### src/rtl/ghostbus_host.sv
// ghostbus_host: bus initiator for a ghostbus-decoded design.
// Turns a valid/ready request stream into single-beat writes or
// auto-incrementing read bursts and returns read data on a
// valid/ready response stream. At most one read beat is outstanding.
module ghostbus_host #(
    parameter int AW         = 24,
    parameter int DW         = 32,
    parameter int RD_LATENCY = 2,
    parameter int LW         = 8
) (
    input  logic          gb_clk,
    input  logic          gb_rst,
    input  logic          req_valid,
    output logic          req_ready,
    input  logic          req_write,
    input  logic [AW-1:0] req_addr,
    input  logic [DW-1:0] req_wdata,
    input  logic [LW-1:0] req_len,
    output logic          rsp_valid,
    input  logic          rsp_ready,
    output logic [DW-1:0] rsp_rdata,
    output logic          rsp_last,
    output logic          busy,
    output logic [AW-1:0] gb_addr,
    output logic [DW-1:0] gb_wdata,
    input  logic [DW-1:0] gb_rdata,
    output logic          gb_wen,
    output logic          gb_rstb
);

    typedef enum logic [2:0] {
        IDLE,
        WRITE,
        RD_ISSUE,
        RD_WAIT,
        RD_HOLD
    } state_t;

    // Latency counter preload: the strobe cycle itself counts as the first
    // cycle, so data is sampled when the counter reaches zero.
    localparam logic [3:0] LAT_LOAD = 4'(RD_LATENCY - 1);

    state_t        state;
    logic [AW-1:0] base_addr;
    logic [LW-1:0] len_reg;
    logic [LW-1:0] beat_cnt;
    logic [3:0]    lat_cnt;
    logic [AW-1:0] next_addr;

    assign req_ready = (state == IDLE);
    assign busy      = (state != IDLE);

    // Address of the following beat; wraps silently modulo 2^AW.
    always_comb begin
        next_addr = base_addr + AW'(beat_cnt) + AW'(1);
    end

    // Main controller: strobes are raised on the edge entering WRITE or
    // RD_ISSUE so they are high for exactly the cycle spent in that state.
    always_ff @(posedge gb_clk or posedge gb_rst) begin
        if (gb_rst) begin
            state     <= IDLE;
            base_addr <= '0;
            len_reg   <= '0;
            beat_cnt  <= '0;
            lat_cnt   <= '0;
            gb_addr   <= '0;
            gb_wdata  <= '0;
            gb_wen    <= 1'b0;
            gb_rstb   <= 1'b0;
            rsp_valid <= 1'b0;
            rsp_rdata <= '0;
            rsp_last  <= 1'b0;
        end else begin
            case (state)
                IDLE: begin
                    if (req_valid) begin
                        gb_addr <= req_addr;
                        if (req_write) begin
                            gb_wdata <= req_wdata;
                            gb_wen   <= 1'b1;
                            state    <= WRITE;
                        end else begin
                            base_addr <= req_addr;
                            len_reg   <= req_len;
                            beat_cnt  <= '0;
                            gb_rstb   <= 1'b1;
                            state     <= RD_ISSUE;
                        end
                    end
                end
                WRITE: begin
                    gb_wen <= 1'b0;
                    state  <= IDLE;
                end
                RD_ISSUE: begin
                    gb_rstb <= 1'b0;
                    lat_cnt <= LAT_LOAD;
                    state   <= RD_WAIT;
                end
                RD_WAIT: begin
                    if (lat_cnt == 4'd0) begin
                        rsp_rdata <= gb_rdata;
                        rsp_valid <= 1'b1;
                        rsp_last  <= (beat_cnt == len_reg);
                        state     <= RD_HOLD;
                    end else begin
                        lat_cnt <= lat_cnt - 4'd1;
                    end
                end
                RD_HOLD: begin
                    if (rsp_ready) begin
                        rsp_valid <= 1'b0;
                        rsp_last  <= 1'b0;
                        if (rsp_last) begin
                            state <= IDLE;
                        end else begin
                            beat_cnt <= beat_cnt + LW'(1);
                            gb_addr  <= next_addr;
                            gb_rstb  <= 1'b1;
                            state    <= RD_ISSUE;
                        end
                    end
                end
                default: begin
                    state <= IDLE;
                end
            endcase
        end
    end

endmodule

### config.mk
export PLATFORM = sky130hd
export DESIGN_NAME = ghostbus_host
export DESIGN_NICKNAME = d
export VERILOG_FILES = /design/src/rtl/ghostbus_host.sv
export SDC_FILE = /design/constraint.sdc
export NUM_CORES = 1
export LEC_CHECK = 0
export CORE_AREA = 2 2 114 116
export DETAILED_ROUTE_END_ITERATION = 10
export DIE_AREA = 0 0 116 118
export MAX_ROUTING_LAYER = met4
export PLACE_DENSITY = 0.84
export SLEW_MARGIN = 20
export SYNTH_ARGS = -nofsm -noshare
export SYNTH_HDL_FRONTEND = slang
export SYNTH_SLANG_ARGS = --single-unit
export TNS_END_PERCENT = 50
### constraint.sdc
create_clock -name gb_clk -period 6.7 [get_ports gb_clk]
set_clock_uncertainty 0.1 [all_clocks]
set_input_delay 1.005 -clock gb_clk [delete_from_list [all_inputs] [get_ports gb_clk]]
set_output_delay 1.005 -clock gb_clk [all_outputs]
set_load 0.05 [all_outputs]
==> flow_summary.html, run 1 <==
<table>
<tr><th>Metric</th><th>Value</th></tr>
<tr><th colspan="2">Die</th></tr>
<tr><td>Ports placed on the boundary</td><td>between 150 and 200</td></tr>
<tr><td>Initial Utilization</td><td>50.5%</td></tr>
<tr><td>Die span in x</td><td>around 120 um</td></tr>
<tr><td>Area of the core</td><td>about 12000 sq um</td></tr>
<tr><td>Die Ht</td><td>about 120 um</td></tr>
<tr><td>Overall die area</td><td>around 14000 sq um</td></tr>
<tr><td>Standard-cell rows</td><td>slightly above 40</td></tr>
<tr><th colspan="2">Detailed routing</th></tr>
<tr><td>Antenna Violating Nets Remaining</td><td>0</td></tr>
<tr><td>First-pass DRT Iterations</td><td>4</td></tr>
<tr><td>Final routed DRC violation total</td><td>0</td></tr>
<tr><td>Detailed-route wire length</td><td>between 15000 and 20000 um</td></tr>
<tr><td>Detail-routed net length per standard cell</td><td>~17 um</td></tr>
<tr><td>Initial drt markers</td><td>roughly 210</td></tr>
<tr><td>Via count</td><td>between 4000 and 5000</td></tr>
<tr><td>Via density per instance</td><td>5.35</td></tr>
<tr><th colspan="2">Synthesis</th></tr>
<tr><td>Number of standard cells after synthesis</td><td>530</td></tr>
<tr><td>Synth area leaders</td><td>dfrtp_1 (56%), mux2_2 (17%), xor2_1 (2.5%)</td></tr>
<tr><td>Total standard cell area after synthesis</td><td>6270 sq um</td></tr>
<tr><td>Share of the synthesized area in the top cell type</td><td>between 50% and 60%</td></tr>
<tr><td>Count of state elements after synthesis</td><td>roughly 140</td></tr>
<tr><td>Number of enable flip-flop cells after synthesis</td><td>0</td></tr>
<tr><td>Synth unique cells</td><td>between 40 and 50</td></tr>
<tr><td>Synth cell count leaders</td><td>dfrtp_1 (139), mux2_2 (94), nor2_1 (40)</td></tr>
<tr><td>Cell accounting for the most synthesized area</td><td>dfrtp_1</td></tr>
<tr><td>Prevailing post-synth register cell</td><td>dfrtp_1</td></tr>
<tr><td>Share of flip-flops with an asynchronous set or reset</td><td>between 90% and 100%</td></tr>
<tr><td>Sequential cell area fraction in the yosys report</td><td>around 56%</td></tr>
<tr><td>Post-synth net total</td><td>about 640</td></tr>
<tr><td>Number of warnings issued by yosys</td><td>0</td></tr>
<tr><td>Mapped Avg Cell Area</td><td>11.8 sq um</td></tr>
<tr><td>Most instantiated library cell after synthesis</td><td>dfrtp_1</td></tr>
<tr><th colspan="2">Worst setup path</th></tr>
<tr><td>WP data required</td><td>roughly 5600 ps</td></tr>
<tr><td>Slowest Stage Delay on Critical Path</td><td>800 ps</td></tr>
<tr><td>Kind of launch point of the worst setup path</td><td>flop</td></tr>
<tr><td>Buffer and inverter count on the worst path</td><td>2</td></tr>
<tr><td>Arrival @ worst endpoint</td><td>~2300 ps</td></tr>
<tr><td>CP Cell Sequence</td><td>nor2_2 &gt; nand2_1 &gt; inv_1 &gt; clkdlybuf4s50_1</td></tr>
<tr><td>Type of destination of the critical path</td><td>output port</td></tr>
<tr><td>Slowest library cell on the worst path</td><td>clkdlybuf4s50_1</td></tr>
<tr><td>Max FO, Critical Path</td><td>8</td></tr>
<tr><td>Kind of cell with the highest combined delay on the critical path</td><td>buffers and inverters</td></tr>
<tr><td>Critical path class</td><td>flop to output port</td></tr>
<tr><th colspan="2">STA</th></tr>
<tr><td>Transition time of the tightest slew-check pin</td><td>approximately 1000 ps</td></tr>
<tr><td>Sum of negative setup slack</td><td>0 ps</td></tr>
<tr><td>Relative slew slack</td><td>about 31%</td></tr>
<tr><td>Final critical path time including I/O delays and setup</td><td>about 3400 ps</td></tr>
<tr><td>Pins Over Slew Limit</td><td>0</td></tr>
<tr><td>Setup repair after global routing missed its margin</td><td>false</td></tr>
<tr><td>Number of hold violations in the final report</td><td>0</td></tr>
<tr><td>Total of endpoints with negative setup slack in the final report</td><td>0</td></tr>
<tr><td>Hold WS</td><td>about 380 ps</td></tr>
<tr><td>Final worst path period share</td><td>between 50% and 60%</td></tr>
<tr><td>Peak clock frequency supported by timing</td><td>roughly 290 MHz</td></tr>
<tr><th colspan="2">Global route</th></tr>
<tr><td>GRT Util Overall</td><td>about 25%</td></tr>
<tr><td>Initial antenna violation count</td><td>0</td></tr>
<tr><td>Number of global-route vias before repair</td><td>5168</td></tr>
<tr><td>Final global-route overflow total</td><td>0</td></tr>
<tr><td>Global-route wire length before repair</td><td>25600 um</td></tr>
<tr><td>Largest net degree at the start of global routing</td><td>78</td></tr>
<tr><th colspan="2">Final layout</th></tr>
<tr><td>Proportion of layout cells with a drive suffix above 1</td><td>around 18%</td></tr>
<tr><td>Largest registers</td><td>gb_wdata: 32 flops, rsp_rdata: 32 flops</td></tr>
<tr><td>Final std cells w/o fill</td><td>~900</td></tr>
<tr><td>Area growth, synth to finish</td><td>42.9%</td></tr>
<tr><td># diodes</td><td>0</td></tr>
<tr><td>Net count reported at finish</td><td>836</td></tr>
<tr><td>Final core area utilization</td><td>slightly above 70%</td></tr>
<tr><th colspan="2">Clock tree</th></tr>
<tr><td>Clock H-tree levels</td><td>4</td></tr>
<tr><td>Root Driver</td><td>clkbuf_16</td></tr>
<tr><td>Clock buffer depth</td><td>2</td></tr>
<tr><td>TritonCTS Buffers</td><td>17</td></tr>
<tr><td>Clk slew on worst S/H paths</td><td>50 ps</td></tr>
<tr><td>Worst-Skew Late Latency</td><td>around 420 ps</td></tr>
<tr><td>Post_cts resized</td><td>0</td></tr>
<tr><td>Post-CTS repair timing setup buffer count</td><td>0</td></tr>
<tr><td>CTS Hold Bufs</td><td>0</td></tr>
<tr><td>CTS tree</td><td>built</td></tr>
<tr><td>Clock Sinks</td><td>139</td></tr>
<tr><th colspan="2">Place</th></tr>
<tr><td>Port bufs</td><td>slightly below 200</td></tr>
<tr><td>Gpl congestion</td><td>0.814</td></tr>
<tr><td># placed instances</td><td>slightly below 900</td></tr>
<tr><td>HPWL Detailed</td><td>between 10000 and 15000 um</td></tr>
<tr><th colspan="2">Power and ir drop</th></tr>
<tr><td>Pwr per Cell Area</td><td>~550 nW/um^2</td></tr>
<tr><td>Combinational share of power</td><td>between 50% and 60%</td></tr>
<tr><td>Share of total power consumed by net switching</td><td>a little over two fifths</td></tr>
<tr><td>Clock network power share</td><td>between 10% and 20%</td></tr>
<tr><td>VDD IR-drop max</td><td>about 0.00044 V</td></tr>
<tr><td>Reg power frac</td><td>between 30% and 40%</td></tr>
<tr><td>Internal portion of total power</td><td>2780 uW</td></tr>
<tr><td>Power spent charging and discharging nets</td><td>2140 uW</td></tr>
<tr><td>Leak</td><td>between 0.003 and 0.004 uW</td></tr>
<tr><th colspan="2">Outcome</th></tr>
<tr><td>Outcome</td><td>completed</td></tr>
<tr><th colspan="2">Run</th></tr>
<tr><td>Max-cap check violation count</td><td>0</td></tr>
<tr><th colspan="2">Hold path</th></tr>
<tr><td>Hold crit path type</td><td>flop to flop</td></tr>
</table>
-- metrics by stage --
step | total power (uW) | instance area, sq um | setup slack, ps
2_1_floorplan | 3140 | 6270 | 1870
3_3_place_gp | 3900 | 8340 | 3570
3_5_place_dp | 3980 | 8340 | 3460
4_1_cts | 4950 | 8940 | 3350
5_1_grt | 5150 | 8950 | 3210
6_report | 4920 | 8950 | 3300
-- cell families (layout without fill, tap and decap cells) --
| group | count (synthesis) | after routing | share of synthesized area [%] |
|---|---|---|---|
| simple gates | 121 | 121 | 8.69 |
| mux | 95 | 95 | 17.1 |
| flops | 139 | 139 | 55.5 |
| compound gates | 98 | 98 | 9.50 |
| xor+xnor | 29 | 29 | 4.05 |
| fa+ha+maj | 12 | 12 | 2.52 |
| buf+inv | 36 | 242 | 2.68 |
-- layout by cell type (no fill, tap or decap), types with 3 or more instances in the layout --
cell             instances
nand3_1                  9
clkinv_2                 3
ha_1                    11
nor2_1                  38
and3_1                   9
o22ai_1                 11
o211ai_1                 9
inv_1                   11
nand2_1                 39
o31ai_1                  6
bufinv_16                3
xor2_1                  18
nor3_1                   6
mux2_2                  94
a21oi_1                 29
xnor2_1                 11
dfrtp_1                139
clkbuf_8                 3
a211oi_1                 3
nand2b_1                 3
and2_1                   3
clkbuf_16               17
o21ai_0                 25
nor2_2                   3
a21o_1                   4
clkdlybuf4s50_1        194
nor4_1                   3
buf_4                    4
clkbuf_1                 5
-- metal layers --
metal	vias up	part of all wire, %	GRT usage (%)
met5	-	0	-
met4	0	1.4	9.45
met3	21	7.7	7.88
met2	196	50	40.5
met1	2378	40	28.6
li1	2262	-	-
-- power by group through the flow --
| stage | clock, uW | sequential [uW] | combinational (uW) |
|---|---|---|---|
| global placement | 0 | 1490 | 2420 |
| global route | 1000 | 1560 | 2600 |
| finish | 952 | 1500 | 2470 |
| floorplan | 0 | 2400 | 740 |
| CTS | 962 | 1510 | 2490 |
| detailed placement | 0 | 1510 | 2470 |
-- final timing paths --
kind,from,slack [ps],endpoint,depth (start not counted)
max reg2reg,beat_cnt[0],3860,gb_addr[22],10
max in group asynchronous,gb_rst,4180,rsp_valid,3
min reg2reg,gb_addr[0],380,gb_addr[0],2
min,gb_addr[0],380,gb_addr[0],2
min in group asynchronous,gb_rst,930,gb_wdata[22],2
max,state[0],3300,req_ready,4
-- worst reg2reg max path, delay by kind of cell, from the launching register on --
kind / cells / cell delay, ps
AOI/OAI and AO/OA: 4 / 990
xor gates and xnor gates: 1 / 150
adders and majority gates: 2 / 560
buffers and inverters: 2 / 140
DFF: 1 / 450
and+or+nand+nor: 1 / 290
-- cell type report --
class	instances	area [sq um]
clock inverter	7	113
inverter	12	50.0
multi-input combinational	355	2640
clock buffer	25	485
tap	172	215
sequential	139	3480
timing repair buffer	198	1970
fill	894	3460
Note: power is estimated with default switching activity, not from simulation.
==> inputs of run 2 (changes only) <==
--- a/config.mk
+++ b/config.mk
@@ -5,11 +5,11 @@
 export SDC_FILE = /design/constraint.sdc
 export NUM_CORES = 1
 export LEC_CHECK = 0
-export CORE_AREA = 2 2 114 116
+export CORE_AREA = 2 2 119 121
 export DETAILED_ROUTE_END_ITERATION = 10
-export DIE_AREA = 0 0 116 118
+export DIE_AREA = 0 0 121 123
 export MAX_ROUTING_LAYER = met4
-export PLACE_DENSITY = 0.84
+export PLACE_DENSITY = 0.77
 export SLEW_MARGIN = 20
 export SYNTH_ARGS = -nofsm -noshare
 export SYNTH_HDL_FRONTEND = slang
==> constraint.sdc (replaced) <==
create_clock -name gb_clk -period 3.4 [get_ports gb_clk]
set_clock_uncertainty 0.1 [all_clocks]
set_input_delay 0.51 -clock gb_clk [delete_from_list [all_inputs] [get_ports gb_clk]]
set_output_delay 0.51 -clock gb_clk [all_outputs]
set_load 0.05 [all_outputs]
==> flow_summary.html, run 2 (same netlist as run 1, synthesis figures left out) <==
<table>
<tr><th>Metric</th><th>Value</th></tr>
<tr><th colspan="2">Outcome</th></tr>
<tr><td>Outcome</td><td>completed (unchanged)</td></tr>
<tr><th colspan="2">Detailed routing</th></tr>
<tr><td>Final routed DRC violation total</td><td>0 (unchanged)</td></tr>
<tr><td>Via density per instance</td><td>5.22 (was 5.35)</td></tr>
<tr><td>Detailed-route wire length</td><td>15600 um (was 15700 um)</td></tr>
<tr><td>Initial drt markers</td><td>161 (was 208)</td></tr>
<tr><td>First-pass DRT Iterations</td><td>5 (was 4)</td></tr>
<tr><td>Via count</td><td>4832 (was 4857)</td></tr>
<tr><td>Detail-routed net length per standard cell</td><td>16.9 um (was 17.3 um)</td></tr>
<tr><td>Antenna Violating Nets Remaining</td><td>0 (unchanged)</td></tr>
<tr><th colspan="2">Clock tree</th></tr>
<tr><td>CTS tree</td><td>built (unchanged)</td></tr>
<tr><td>Clock H-tree levels</td><td>4 (unchanged)</td></tr>
<tr><td>Post-CTS repair timing setup buffer count</td><td>0 (unchanged)</td></tr>
<tr><td>CTS Hold Bufs</td><td>0 (unchanged)</td></tr>
<tr><td>Clock Sinks</td><td>139 (unchanged)</td></tr>
<tr><td>Root Driver</td><td>clkbuf_16 (unchanged)</td></tr>
<tr><td>TritonCTS Buffers</td><td>17 (unchanged)</td></tr>
<tr><td>Worst-Skew Late Latency</td><td>420 ps (about the same)</td></tr>
<tr><td>Clk slew on worst S/H paths</td><td>60 ps (was 50 ps)</td></tr>
<tr><td>Post_cts resized</td><td>0 (unchanged)</td></tr>
<tr><td>Clock buffer depth</td><td>2 (unchanged)</td></tr>
<tr><th colspan="2">Power and ir drop</th></tr>
<tr><td>VDD IR-drop max</td><td>0.000694 V (was 0.000441 V)</td></tr>
<tr><td>Pwr per Cell Area</td><td>1060 nW/um^2 (was 550 nW/um^2)</td></tr>
<tr><td>Total power after layout</td><td>9580 uW (was 4920 uW)</td></tr>
<tr><td>Leak</td><td>0.00379 uW (was 0.00377 uW)</td></tr>
<tr><th colspan="2">Worst setup path</th></tr>
<tr><td>Max FO, Critical Path</td><td>9 (was 8)</td></tr>
<tr><td>Arrival @ worst endpoint</td><td>2990 ps (was 2290 ps)</td></tr>
<tr><td>Kind of launch point of the worst setup path</td><td>flop (unchanged)</td></tr>
<tr><td>Type of destination of the critical path</td><td>flop (was output port)</td></tr>
<tr><td>Critical path class</td><td>flop to flop (was flop to output port)</td></tr>
<tr><td>WP data required</td><td>3550 ps (was 5590 ps)</td></tr>
<tr><th colspan="2">STA</th></tr>
<tr><td>Final worst path period share</td><td>around 83%</td></tr>
<tr><td>Pins Over Slew Limit</td><td>0 (unchanged)</td></tr>
<tr><td>Setup repair after global routing missed its margin</td><td>false (unchanged)</td></tr>
<tr><td>Number of hold violations in the final report</td><td>0 (unchanged)</td></tr>
<tr><td>Sum of negative setup slack</td><td>0 ps (unchanged)</td></tr>
<tr><td>Transition time of the tightest slew-check pin</td><td>788 ps (was 1040 ps)</td></tr>
<tr><td>Total of endpoints with negative setup slack in the final report</td><td>0 (unchanged)</td></tr>
<tr><td>Post-route worst setup slack</td><td>563 ps (was 3300 ps)</td></tr>
<tr><td>Peak clock frequency supported by timing</td><td>about 350 MHz</td></tr>
<tr><td>Final critical path time including I/O delays and setup</td><td>between 2000 and 3000 ps</td></tr>
<tr><td>Relative slew slack</td><td>47.4% (was 30.7%)</td></tr>
<tr><th colspan="2">Place</th></tr>
<tr><td>Port bufs</td><td>194 (unchanged)</td></tr>
<tr><td>Placement-stage worst setup slack</td><td>583 ps (was 3460 ps)</td></tr>
<tr><td>Gpl congestion</td><td>0.853 (was 0.814)</td></tr>
<tr><td>HPWL Detailed</td><td>11600 um (was 11100 um)</td></tr>
<tr><td># placed instances</td><td>893 (was 876)</td></tr>
<tr><th colspan="2">Die</th></tr>
<tr><td>Area of the core</td><td>13600 sq um (was 12400 sq um)</td></tr>
<tr><td>Overall die area</td><td>14900 sq um (was 13700 sq um)</td></tr>
<tr><td>Die span in x</td><td>121 um (was 116 um)</td></tr>
<tr><td>Standard-cell rows</td><td>43 (was 41)</td></tr>
<tr><td>Initial Utilization</td><td>46.0% (was 50.5%)</td></tr>
<tr><td>Ports placed on the boundary</td><td>195 (unchanged)</td></tr>
<tr><td>Die Ht</td><td>123 um (was 118 um)</td></tr>
<tr><th colspan="2">Run</th></tr>
<tr><td>Max-cap check violation count</td><td>0 (unchanged)</td></tr>
<tr><th colspan="2">Global route</th></tr>
<tr><td>Initial antenna violation count</td><td>0 (unchanged)</td></tr>
<tr><td>Number of global-route vias before repair</td><td>5114 (was 5168)</td></tr>
<tr><td>Final global-route overflow total</td><td>0 (unchanged)</td></tr>
<tr><td>Largest net degree at the start of global routing</td><td>46 (was 78)</td></tr>
<tr><td>Global-route wire length before repair</td><td>25000 um (was 25600 um)</td></tr>
<tr><td>GRT Util Overall</td><td>22.4% (was 24.9%)</td></tr>
<tr><th colspan="2">Hold path</th></tr>
<tr><td>Hold crit path type</td><td>flop to flop (unchanged)</td></tr>
<tr><th colspan="2">Final layout</th></tr>
<tr><td>Largest registers</td><td>gb_wdata: 32 flops, rsp_rdata: 32 flops (unchanged)</td></tr>
<tr><td>Net count reported at finish</td><td>845 (was 836)</td></tr>
<tr><td># diodes</td><td>0 (unchanged)</td></tr>
<tr><td>Proportion of layout cells with a drive suffix above 1</td><td>19.9% (was 18.5%)</td></tr>
<tr><td>Most frequent cells in the layout</td><td>clkdlybuf4s50_1 (194), dfrtp_1 (139), mux2_2 (94), nand2_1 (39), nor2_1 (38) (unchanged)</td></tr>
<tr><td>Leading cell type in the layout, fill and taps excluded</td><td>clkdlybuf4s50_1 (unchanged)</td></tr>
<tr><td>Area growth, synth to finish</td><td>43.8% (was 42.9%)</td></tr>
<tr><td>Final std cells w/o fill</td><td>925 (was 908)</td></tr>
</table>
-- run 2: worst max-delay path, stage by stage, from the launching register on --
cell,delay (ps)
dfrtp_1,440
inv_1,90
ha_1,170
inv_1,60
fa_1,400
a21o_1,220
a221oi_2,310
o21a_1,380
and2b_2,270
xnor2_1,150
o22ai_1,80
-- run 2: report_power, final --
group	total, uW	internal (uW)	switching (uW)
Clock	1740	1060	683
Sequential	2960	2430	530
Combinational	4880	1870	3010
-- run 2: per-stage QoR --
step                      hold slack (ps)  cell area, sq um  utilization [%]
after floorplan                       387              6270                -
after detailed placement              374              8450             62.0
after global routing                  404              9010             66.2
after global placement                364              8450             62.0
after CTS                             386              9010             66.2
final                                 377              9010             66.2
-- run 2: layout make-up --
class                           count  area, sq um
Clock buffer                       21          470
Clock inverter                     11         95.1
Multi-Input combinational cell    355         2630
Timing Repair Buffer              207         2060
Tap cell                          180          225
Inverter                           12         48.8
Sequential cell                   139         3480
Fill cell                        1038         4600
-- run 2: layer usage --
metal	global-route usage, %	part of all wire, %	wire (um)
met1	26.1	41	6370
met2	36.1	50	7790
met3	7.84	7.9	1230
met4	8.07	1.4	225
met5	-	0	0
-- run 2: path summary, 6_finish.rpt --
kind | end | start | slack, ps | cells past startpoint
setup / recovery | gb_addr[22] | beat_cnt[0] | 560 | 10
max in group asynchronous | base_addr[17] | gb_rst | 2140 | 3
hold / removal | gb_addr[7] | gb_addr[7] | 380 | 2
setup reg to reg | gb_addr[22] | beat_cnt[0] | 560 | 10
min in group asynchronous | gb_wdata[22] | gb_rst | 400 | 2
hold reg to reg | gb_addr[7] | gb_addr[7] | 380 | 2
